===== src/rtl/fft_bfly_sched_if.sv =====
// Bus between the FFT compute-phase scheduler and the memory/butterfly datapath.
// The scheduler drives addresses and status; the datapath side drives start/hold.
interface fft_bfly_sched_if #(
    parameter int LOG2N = 4
);
    localparam int SW = (LOG2N > 1) ? $clog2(LOG2N) : 1;

    logic             start;
    logic             hold;
    logic             busy;
    logic             done;
    logic [LOG2N-1:0] rd_addr_a;
    logic [LOG2N-1:0] rd_addr_b;
    logic [LOG2N-2:0] w_addr;
    logic [LOG2N-1:0] wr_addr_a;
    logic [LOG2N-1:0] wr_addr_b;
    logic             wr_en;
    logic             wb_sel;
    logic [SW-1:0]    stage;

    modport master (
        input  start, hold,
        output busy, done, rd_addr_a, rd_addr_b, w_addr,
               wr_addr_a, wr_addr_b, wr_en, wb_sel, stage
    );

    modport slave (
        output start, hold,
        input  busy, done, rd_addr_a, rd_addr_b, w_addr,
               wr_addr_a, wr_addr_b, wr_en, wb_sel, stage
    );
endinterface


===== src/rtl/fft_bfly_sched.sv =====
// In-place radix-2 DIT FFT compute scheduler: walks LOG2N stages of N/2 butterflies,
// issues read/twiddle addresses and replays them as write-back after BF_LAT cycles.
module fft_bfly_sched #(
    parameter int LOG2N  = 4,
    parameter int BF_LAT = 1
) (
    input logic              clk,
    input logic              reset,
    fft_bfly_sched_if.master bus
);
    localparam int SW = (LOG2N > 1) ? $clog2(LOG2N) : 1;
    localparam logic [SW-1:0]    LAST_STAGE = SW'(LOG2N - 1);
    localparam logic [LOG2N-2:0] LAST_BFLY  = '1;

    typedef enum logic [1:0] {IDLE, ISSUE, DRAIN, DONE} state_t;

    state_t           state;
    logic [SW-1:0]    stage_q;
    logic [LOG2N-2:0] bfly_q;
    logic             busy_q;
    logic             done_q;
    logic [LOG2N-1:0] last_a_q;
    logic [LOG2N-1:0] last_b_q;
    logic [LOG2N-2:0] last_w_q;

    logic [BF_LAT-1:0] dl_valid;
    logic [LOG2N-1:0]  dl_a [BF_LAT];
    logic [LOG2N-1:0]  dl_b [BF_LAT];

    logic             issue;
    logic             pending;
    logic [LOG2N-1:0] span;
    logic [LOG2N-1:0] pos;
    logic [LOG2N-1:0] grp;
    logic [LOG2N-1:0] a_c;
    logic [LOG2N-1:0] b_c;
    logic [LOG2N-2:0] w_c;

    assign issue = (state == ISSUE) && !bus.hold;

    always_comb begin
        span = LOG2N'(1) << stage_q;
        pos  = {1'b0, bfly_q} & (span - LOG2N'(1));
        grp  = {1'b0, bfly_q} >> stage_q;
        a_c  = ((grp << 1) << stage_q) | pos;
        b_c  = a_c + span;
        w_c  = pos[LOG2N-2:0] << (LAST_STAGE - stage_q);
    end

    // Entries still ahead of the tail; the tail itself is being written this cycle.
    always_comb begin
        pending = 1'b0;
        for (int i = 0; i < BF_LAT - 1; i++) pending = pending | dl_valid[i];
    end

    // NOTE: sequential state uses non-blocking assignments so every register
    // samples pre-edge values and the block order cannot change behaviour.
    always_ff @(posedge clk) begin
        if (!reset) begin
            // NOTE: the address fields are cleared too, not just the valid bits,
            // because the tail drives the write-address outputs directly.
            for (int i = 0; i < BF_LAT; i++) begin
                dl_valid[i] <= 1'b0;
                dl_a[i]     <= '0;
                dl_b[i]     <= '0;
            end
        end else begin
            dl_valid[0] <= issue;
            dl_a[0]     <= a_c;
            dl_b[0]     <= b_c;
            for (int i = 1; i < BF_LAT; i++) begin
                dl_valid[i] <= dl_valid[i-1];
                dl_a[i]     <= dl_a[i-1];
                dl_b[i]     <= dl_b[i-1];
            end
        end
    end

    always_ff @(posedge clk) begin
        if (!reset) begin
            state    <= IDLE;
            stage_q  <= '0;
            bfly_q   <= '0;
            busy_q   <= 1'b0;
            done_q   <= 1'b0;
            last_a_q <= '0;
            last_b_q <= '0;
            last_w_q <= '0;
        end else begin
            if (issue) begin
                last_a_q <= a_c;
                last_b_q <= b_c;
                last_w_q <= w_c;
            end
            case (state)
                IDLE: begin
                    done_q <= 1'b0;
                    if (bus.start) begin
                        state   <= ISSUE;
                        stage_q <= '0;
                        bfly_q  <= '0;
                        busy_q  <= 1'b1;
                    end
                end
                ISSUE: begin
                    if (!bus.hold) begin
                        if (bfly_q == LAST_BFLY) state <= DRAIN;
                        bfly_q <= bfly_q + (LOG2N-1)'(1);
                    end
                end
                DRAIN: begin
                    if (!pending) begin
                        if (stage_q == LAST_STAGE) begin
                            state  <= DONE;
                            busy_q <= 1'b0;
                            done_q <= 1'b1;
                        end else begin
                            state   <= ISSUE;
                            stage_q <= stage_q + SW'(1);
                            bfly_q  <= '0;
                        end
                    end
                end
                DONE: begin
                    done_q <= 1'b0;
                    state  <= IDLE;
                end
                default: state <= IDLE;
            endcase
        end
    end

    // Read addresses show the issuing butterfly, otherwise the last one issued.
    assign bus.rd_addr_a = issue ? a_c : last_a_q;
    assign bus.rd_addr_b = issue ? b_c : last_b_q;
    assign bus.w_addr    = issue ? w_c : last_w_q;
    assign bus.wr_en     = dl_valid[BF_LAT-1];
    assign bus.wb_sel    = dl_valid[BF_LAT-1];
    assign bus.wr_addr_a = dl_a[BF_LAT-1];
    assign bus.wr_addr_b = dl_b[BF_LAT-1];
    assign bus.busy      = busy_q;
    assign bus.done      = done_q;
    assign bus.stage     = stage_q;
endmodule


===== src/flat_wrapper.sv =====
// flat-port wrapper written by rule: the top's interface ports become plain ports
module fft_bfly_sched_flat 
#(
    parameter int LOG2N  = 4,
    parameter int BF_LAT = 1
)
  (clk, reset, bus_start, bus_hold, bus_busy, bus_done, bus_rd_addr_a, bus_rd_addr_b, bus_w_addr, bus_wr_addr_a, bus_wr_addr_b, bus_wr_en, bus_wb_sel, bus_stage);
  fft_bfly_sched_if #(.LOG2N(LOG2N)) bus_i ();
  input logic clk;
  input logic reset;
  input wire logic [$bits(bus_i.start)-1:0] bus_start;
  input wire logic [$bits(bus_i.hold)-1:0] bus_hold;
  output wire logic [$bits(bus_i.busy)-1:0] bus_busy;
  output wire logic [$bits(bus_i.done)-1:0] bus_done;
  output wire logic [$bits(bus_i.rd_addr_a)-1:0] bus_rd_addr_a;
  output wire logic [$bits(bus_i.rd_addr_b)-1:0] bus_rd_addr_b;
  output wire logic [$bits(bus_i.w_addr)-1:0] bus_w_addr;
  output wire logic [$bits(bus_i.wr_addr_a)-1:0] bus_wr_addr_a;
  output wire logic [$bits(bus_i.wr_addr_b)-1:0] bus_wr_addr_b;
  output wire logic [$bits(bus_i.wr_en)-1:0] bus_wr_en;
  output wire logic [$bits(bus_i.wb_sel)-1:0] bus_wb_sel;
  output wire logic [$bits(bus_i.stage)-1:0] bus_stage;
  assign bus_i.start = bus_start;
  assign bus_i.hold = bus_hold;
  assign bus_busy = bus_i.busy;
  assign bus_done = bus_i.done;
  assign bus_rd_addr_a = bus_i.rd_addr_a;
  assign bus_rd_addr_b = bus_i.rd_addr_b;
  assign bus_w_addr = bus_i.w_addr;
  assign bus_wr_addr_a = bus_i.wr_addr_a;
  assign bus_wr_addr_b = bus_i.wr_addr_b;
  assign bus_wr_en = bus_i.wr_en;
  assign bus_wb_sel = bus_i.wb_sel;
  assign bus_stage = bus_i.stage;
  fft_bfly_sched #(.LOG2N(LOG2N), .BF_LAT(BF_LAT)) u_core (.clk(clk), .reset(reset), .bus(bus_i));
endmodule

===== config.mk =====
export PLATFORM = sky130hd
export DESIGN_NAME = fft_bfly_sched_flat
export DESIGN_NICKNAME = d
export VERILOG_FILES = /design/src/rtl/fft_bfly_sched_if.sv /design/src/rtl/fft_bfly_sched.sv /design/src/flat_wrapper.sv
export SDC_FILE = /design/constraint.sdc
export NUM_CORES = 1
export LEC_CHECK = 0
export BUFFER_PORTS_ARGS = -buffer_cell sky130_fd_sc_hd__buf_4
export CAP_MARGIN = 20
export CORE_MARGIN = 3
export CORE_UTILIZATION = 55
export DETAILED_ROUTE_END_ITERATION = 10
export PLACE_DENSITY_LB_ADDON = 0.08
export SYNTH_ARGS = -nofsm -noshare
export SYNTH_HDL_FRONTEND = slang
export SYNTH_SLANG_ARGS = --single-unit

===== constraint.sdc =====
create_clock -name clk -period 6 [get_ports clk]
set_clock_uncertainty 0.05 [all_clocks]
set_input_delay 1.2 -clock clk [delete_from_list [all_inputs] [get_ports clk]]
set_output_delay 1.2 -clock clk [all_outputs]
set_load 0.02 [all_outputs]

# == Word-level counts from Yosys, hierarchy flattened ==
# Memory sizes are Yosys's and may differ from the RTL's.
# Cells that the tools add are included.
# totals
register_bits,21
latch_bits,0
ramBits,8
romBits,0
inputBits,4
wordCells,72
mem_count,2
# memory_table
name,words,width,read_ports,rd_clocked_by_memory_dff,wr,line_no,source
u_core.dl_a,1,4,1,0,1,fft_bfly_sched.sv:27,logic [LOG2N-1:0] dl_a [BF_LAT];
u_core.dl_b,1,4,1,0,1,fft_bfly_sched.sv:28,logic [LOG2N-1:0] dl_b [BF_LAT];
# classes
add_sub_neg,5
mul,0
div_mod_pow,0
magnitude_cmp,0
n_eq_ne,10
shift,4
mux,26
bitwise,2
reduce_logical,14
# op_table
op,count
$mux W4,4
$mux W2,6
$mux W3,4
$pmux W3 S3,1
$reduce_and A3 Y1,3
$ne A2 B2 Y1 const B,4
$pmux W2 S4,1
$reduce_or A4 Y1,2
$mux W1,7
$eq A2 B2 Y1 const B,3
$add A4 B4 Y4,1
$and A3 B4 Y4,1
$or A4 B4 Y4,1
$pmux W1 S2,2
$pmux W2 S2,1
$reduce_and A4 Y1,1
$reduce_bool A2 Y1,2
$shl A1 B2 Y4 const A,1
$shl A4 B2 Y4,1
$sub A4 B1 Y4 const B,1
$add A3 B1 Y3 const B,1
$eq A3 B3 Y1 const B,1
$reduce_bool A3 Y1,1
$shl A3 B2 Y3,1
10 further kinds,10

# == Depth between registers and ports, before layout ==
# depth
word_depth,6
mapped_depth,11
mapped_depth_nobuf,10

# == Worst setup path before layout ==
# OpenSTA, ideal clock, no wires.
# synth_path
kind,register -> output
startpoint,"reg u_core.stage_q[0], in the netlist u_core.bus.stage[0]"
endpoint,out bus_rd_addr_b[3]
arrival_ns,2.353
required_time_ns,4.750
slack_ns,2.397
path_stages_with_launch,12
n_path_buf,1
cell_sequence,dfxtp_1 buf_2 inv_2 ha_1 xnor2_1 a32oi_2 inv_1 ha_1 a21oi_1 xnor3_1 nor2_1 nor2_1
# synth_via
elab_chain_cells,6
word_cells_on_any_way,8
classes_between,2 x add/sub; 3 x shift; 1 x mux; 2 x bitwise
# synth_rtl
element,line_no,source
start: declaration,fft_bfly_sched.sv:18,logic [SW-1:0] stage_q;
start signal: assignment,fft_bfly_sched.sv:119,stage_q <= stage_q + SW'(1);
$shl A1 B2 Y4,fft_bfly_sched.sv:42,span = LOG2N'(1) << stage_q;
$sub A4 B1 Y4,fft_bfly_sched.sv:43,"pos = {1'b0, bfly_q} & (span - LOG2N'(1));"
$and A3 B4 Y4,fft_bfly_sched.sv:43,
$or A4 B4 Y4 (*),fft_bfly_sched.sv:45,a_c = ((grp << 1) << stage_q) | pos;
net u_core.a_c[1],fft_bfly_sched.sv:35,logic [LOG2N-1:0] a_c;
$add A4 B4 Y4 (*),fft_bfly_sched.sv:46,b_c = a_c + span;
$mux W4 (*),fft_bfly_sched.sv:135,assign bus.rd_addr_b = issue ? b_c : last_b_q;
end: declaration,flat_wrapper.sv:16,output wire logic [$bits(bus_i.rd_addr_b)-1:0] bus_rd_addr_b;
# Mark *: on every way through the listed nets, which the timed path passes. The rest lies on a longest branch.

# == Worst setup path in the final report ==
# Ends and elaborated chain as after synthesis.

==> results_dict.tcl <==
set metrics [dict create \
    postCtsSetupBuffers 0 \
    wire_per_inst_um 13.97 \
    grt.total_usage_pct 20.63 \
    cts_buffer_depth 2 \
    synth-seq-cells 29 \
    total_power_mw 0.6403 \
    cts.hold.buffers_added 0 \
    number_of_antenna_violations_at_the_first_check_in_global_routing 0 \
    number_of_input_and_output_port_buffers_inserted 28 \
    synth_top_cell_by_area "sky130_fd_sc_hd__dfxtp_1" \
    synth-edff-count 0 \
    run_status "complete, no violations" \
    first_pass_grt_wire_length_um 5154 \
    unrepaired_setup_endpoints_after_global_routing "no" \
    yosys_warnings 0 \
    rrSetupSlack_ps 3390 \
    drtIter0Drc 35 \
    worst-setup-path-type "reg2out" \
    synth_sequential_area_ratio_pct 40.56 \
    final_hold_violating_endpoints 0 \
    drc 0 \
    core-area_mm2 0.002340 \
    timing_worst_slew_pin_value_ps 500.7 \
    synth_largest_type_area_fraction_pct 40.56 \
    finalWirelength_um 3017 \
    cts_inserted_buffers 5 \
    leakagePower_nw 0.7864 \
    routed-via-count 1189 \
    dieHeight_um 57.02 \
    cts_tree "done" \
    synth_cell_types 45 \
    finalInstanceArea_mm2 0.001737 \
    hold_path_class "reg2reg" \
    synth_top_cells_by_area "sky130_fd_sc_hd__dfxtp_1 (41%), sky130_fd_sc_hd__ha_1 (11%), sky130_fd_sc_hd__and2_1 (5.7%)" \
    share_of_post_route_cells_with_drive_strength_above_1_pct 25.00 \
    std_cell_rows 17 \
    place_ws_ps 2187 \
    insertion_delay_ps 330 \
    avgViaCountPerCell 5.505 \
    syn-instance-count 157 \
    layout_net_count 205 \
    globalRouteOverflowTotal 0 \
    p_switching_mw 0.2285 \
    place_area_mm2 0.001652 \
    cts_num_sinks 29 \
    io_pins 29 \
    gp_congestion 0.8186 \
    dieArea_mm2 0.003251 \
    fraction_of_the_cycle_the_final_worst_path_needs_pct 69.41 \
    ir_worst_vdd_mv 0.3579 \
    comb_power_share_pct 36.4 \
    maximum_number_of_pins_on_one_net_before_global_route_repair 18 \
    p_seq_share_pct 37.5 \
    worstSetupStartpointType "flip-flop" \
    initial_utilization_pct 61.18 \
    asyncSetResetFlopFracSynth_pct 0 \
    timing.final.ws_setup_ps 1835 \
    powerDensity_mw_per_mm2 368.7 \
    number_of_levels_the_h_tree_was_split_into 2 \
    mappedNetlistNets 175 \
    critPathRequiredTime_ps 4750 \
    switch_share_pct 35.68 \
    cts_resized 0 \
    detailedPlacementHpwl_um 2208 \
    final.fill_count 198 \
    endpoint_kind "output port" \
    areaGrowthSynthToFinish_pct 21.33 \
    worst_ep_arrival_time_ps 2910 \
    yosys_most_used_dff "sky130_fd_sc_hd__dfxtp_1" \
    cts.clk_slew.worst_paths_ps 90 \
    timing.slew.headroom_pct 66.42 \
    intPower_mw 0.4118 \
    dieWidth_um 57.02 \
    yosys-top-cells-count "sky130_fd_sc_hd__dfxtp_1 (29), sky130_fd_sc_hd__nor2_1 (15), sky130_fd_sc_hd__and2_1 (13), sky130_fd_sc_hd__ha_1 (13), sky130_fd_sc_hd__nand2_1 (13)" \
    max_cap_violations 0 \
    worstPathMaxFanout 12 \
    vias_in_the_first_global_route 1165 \
    max_freq_mhz 240.1 \
    timing.final.setup_violations 0 \
    antenna_diode_count 0 \
    buffer_cell_driving_the_clock_tree_root "sky130_fd_sc_hd__clkbuf_4" \
    finalSetupTns_ps 0 \
    final_period_minus_worst_setup_slack_ps 4165 \
    drt_first_pass_iters 4 \
    post_synth_instance_area_mm2 0.001431 \
    post-synth-top-count-cell "sky130_fd_sc_hd__dfxtp_1" \
    antenna_nets_post_route 0 \
    synth.avg_cell_area_um2 9.117 \
    final-max-slew-violation-count 0 \
    pwr-share-clk_pct 26.1 \
]
## per-layer routing
metal,track usage (%),share of wire (%),vias up
li1,-,-,587
met1,23.84,44,570
met2,33.77,48,26
met3,7.919,5.2,6
met4,9.272,2.0,0
met5,0,0,-
## placed cells by master (no fill, tap or decap), drive strengths merged, types with 2 or more instances in the layout
| master | count |
|---|---|
| o21ai | 13 |
| or2 | 2 |
| buf | 28 |
| and2 | 13 |
| ha | 13 |
| dfxtp | 29 |
| clkbuf | 7 |
| nand4 | 2 |
| nor3 | 2 |
| nand2 | 13 |
| mux2 | 2 |
| nor2 | 15 |
| nand2b | 3 |
| nor2b | 3 |
| inv | 9 |
| a21oi | 12 |
| a311oi | 2 |
## path summary, 6_finish.rpt
| path | to | start | depth (start not counted) |
|---|---|---|---|
| worst max-delay path | bus_rd_addr_b[3] | u_core.bus.stage[0]$_SDFFE_PN0P_ | 11 |
| worst max register to register | u_core.last_b_q[3]$_SDFF_PN0_ | u_core.bus.stage[0]$_SDFFE_PN0P_ | 10 |
| worst min register to register | u_core.bus.done$_SDFFE_PN0P_ | u_core.bus.done$_SDFFE_PN0P_ | 2 |
| worst min-delay path | u_core.bus.done$_SDFFE_PN0P_ | u_core.bus.done$_SDFFE_PN0P_ | 2 |
## power groups by stage
stage          sequential, mW  clock [mW]  combinational [mW]
2_1_floorplan           0.250           0               0.157
3_3_place_gp            0.242           0               0.224
6_report                0.240       0.167               0.233
5_1_grt                 0.243       0.182               0.258
3_5_place_dp            0.244           0               0.232
4_1_cts                 0.239       0.171               0.234
## metrics by stage
stage	util (%)	hold WS (ps)	instances
6_report	74.22	441.1	216
5_1_grt	74.22	490.1	216
4_1_cts	74.22	444.0	216
3_5_place_dp	70.59	430.9	208
3_3_place_gp	70.59	408.9	208
2_1_floorplan	-	425.8	157
## worst max-delay path, stage by stage, from the launching register on
cell and delay, ps:
sky130_fd_sc_hd__dfxtp_1 610, sky130_fd_sc_hd__inv_2 150, sky130_fd_sc_hd__ha_1 290, sky130_fd_sc_hd__xnor2_1 180
sky130_fd_sc_hd__a32oi_2 310, sky130_fd_sc_hd__inv_1 80, sky130_fd_sc_hd__ha_1 180, sky130_fd_sc_hd__a21oi_1 160
sky130_fd_sc_hd__xnor3_1 260, sky130_fd_sc_hd__nor2_1 140, sky130_fd_sc_hd__nor2_1 60, sky130_fd_sc_hd__buf_4 150
## layout make-up
type,instances,area [um^2],share of cell area [%]
Clock buffer,7,55.05,3.170
Multi-Input combinational cell,113,788.3,45.39
Inverter,10,37.54,2.161
Timing Repair Buffer,28,210.2,12.10
Tap cell,28,35.03,2.017
Clock inverter,1,30.03,1.729
Sequential cell,29,580.6,33.43
## logic make-up after synthesis
logic type	share of synthesized area (%)
xor gates and xnor gates	2.797
muxes	1.573
buffers and inverters	4.371
DFF	40.56
other	0.2620
AOI/OAI and AO/OA	16.17
adders and majority gates	12.76
and+or+nand+nor	21.50
## flip-flops by register name, summed over array words and instances (netlist names)
register           flops
u_core.bfly_q          3
u_core.dl_b            4
u_core.bus.stage       2
u_core.bus.wb_sel      1
u_core.last_w_q        3
u_core.bus.done        1
u_core.last_a_q        4
u_core.bus.busy        1
u_core.last_b_q        4
u_core.state           2
u_core.dl_a            4
Power figures use the tool's default switching activity.
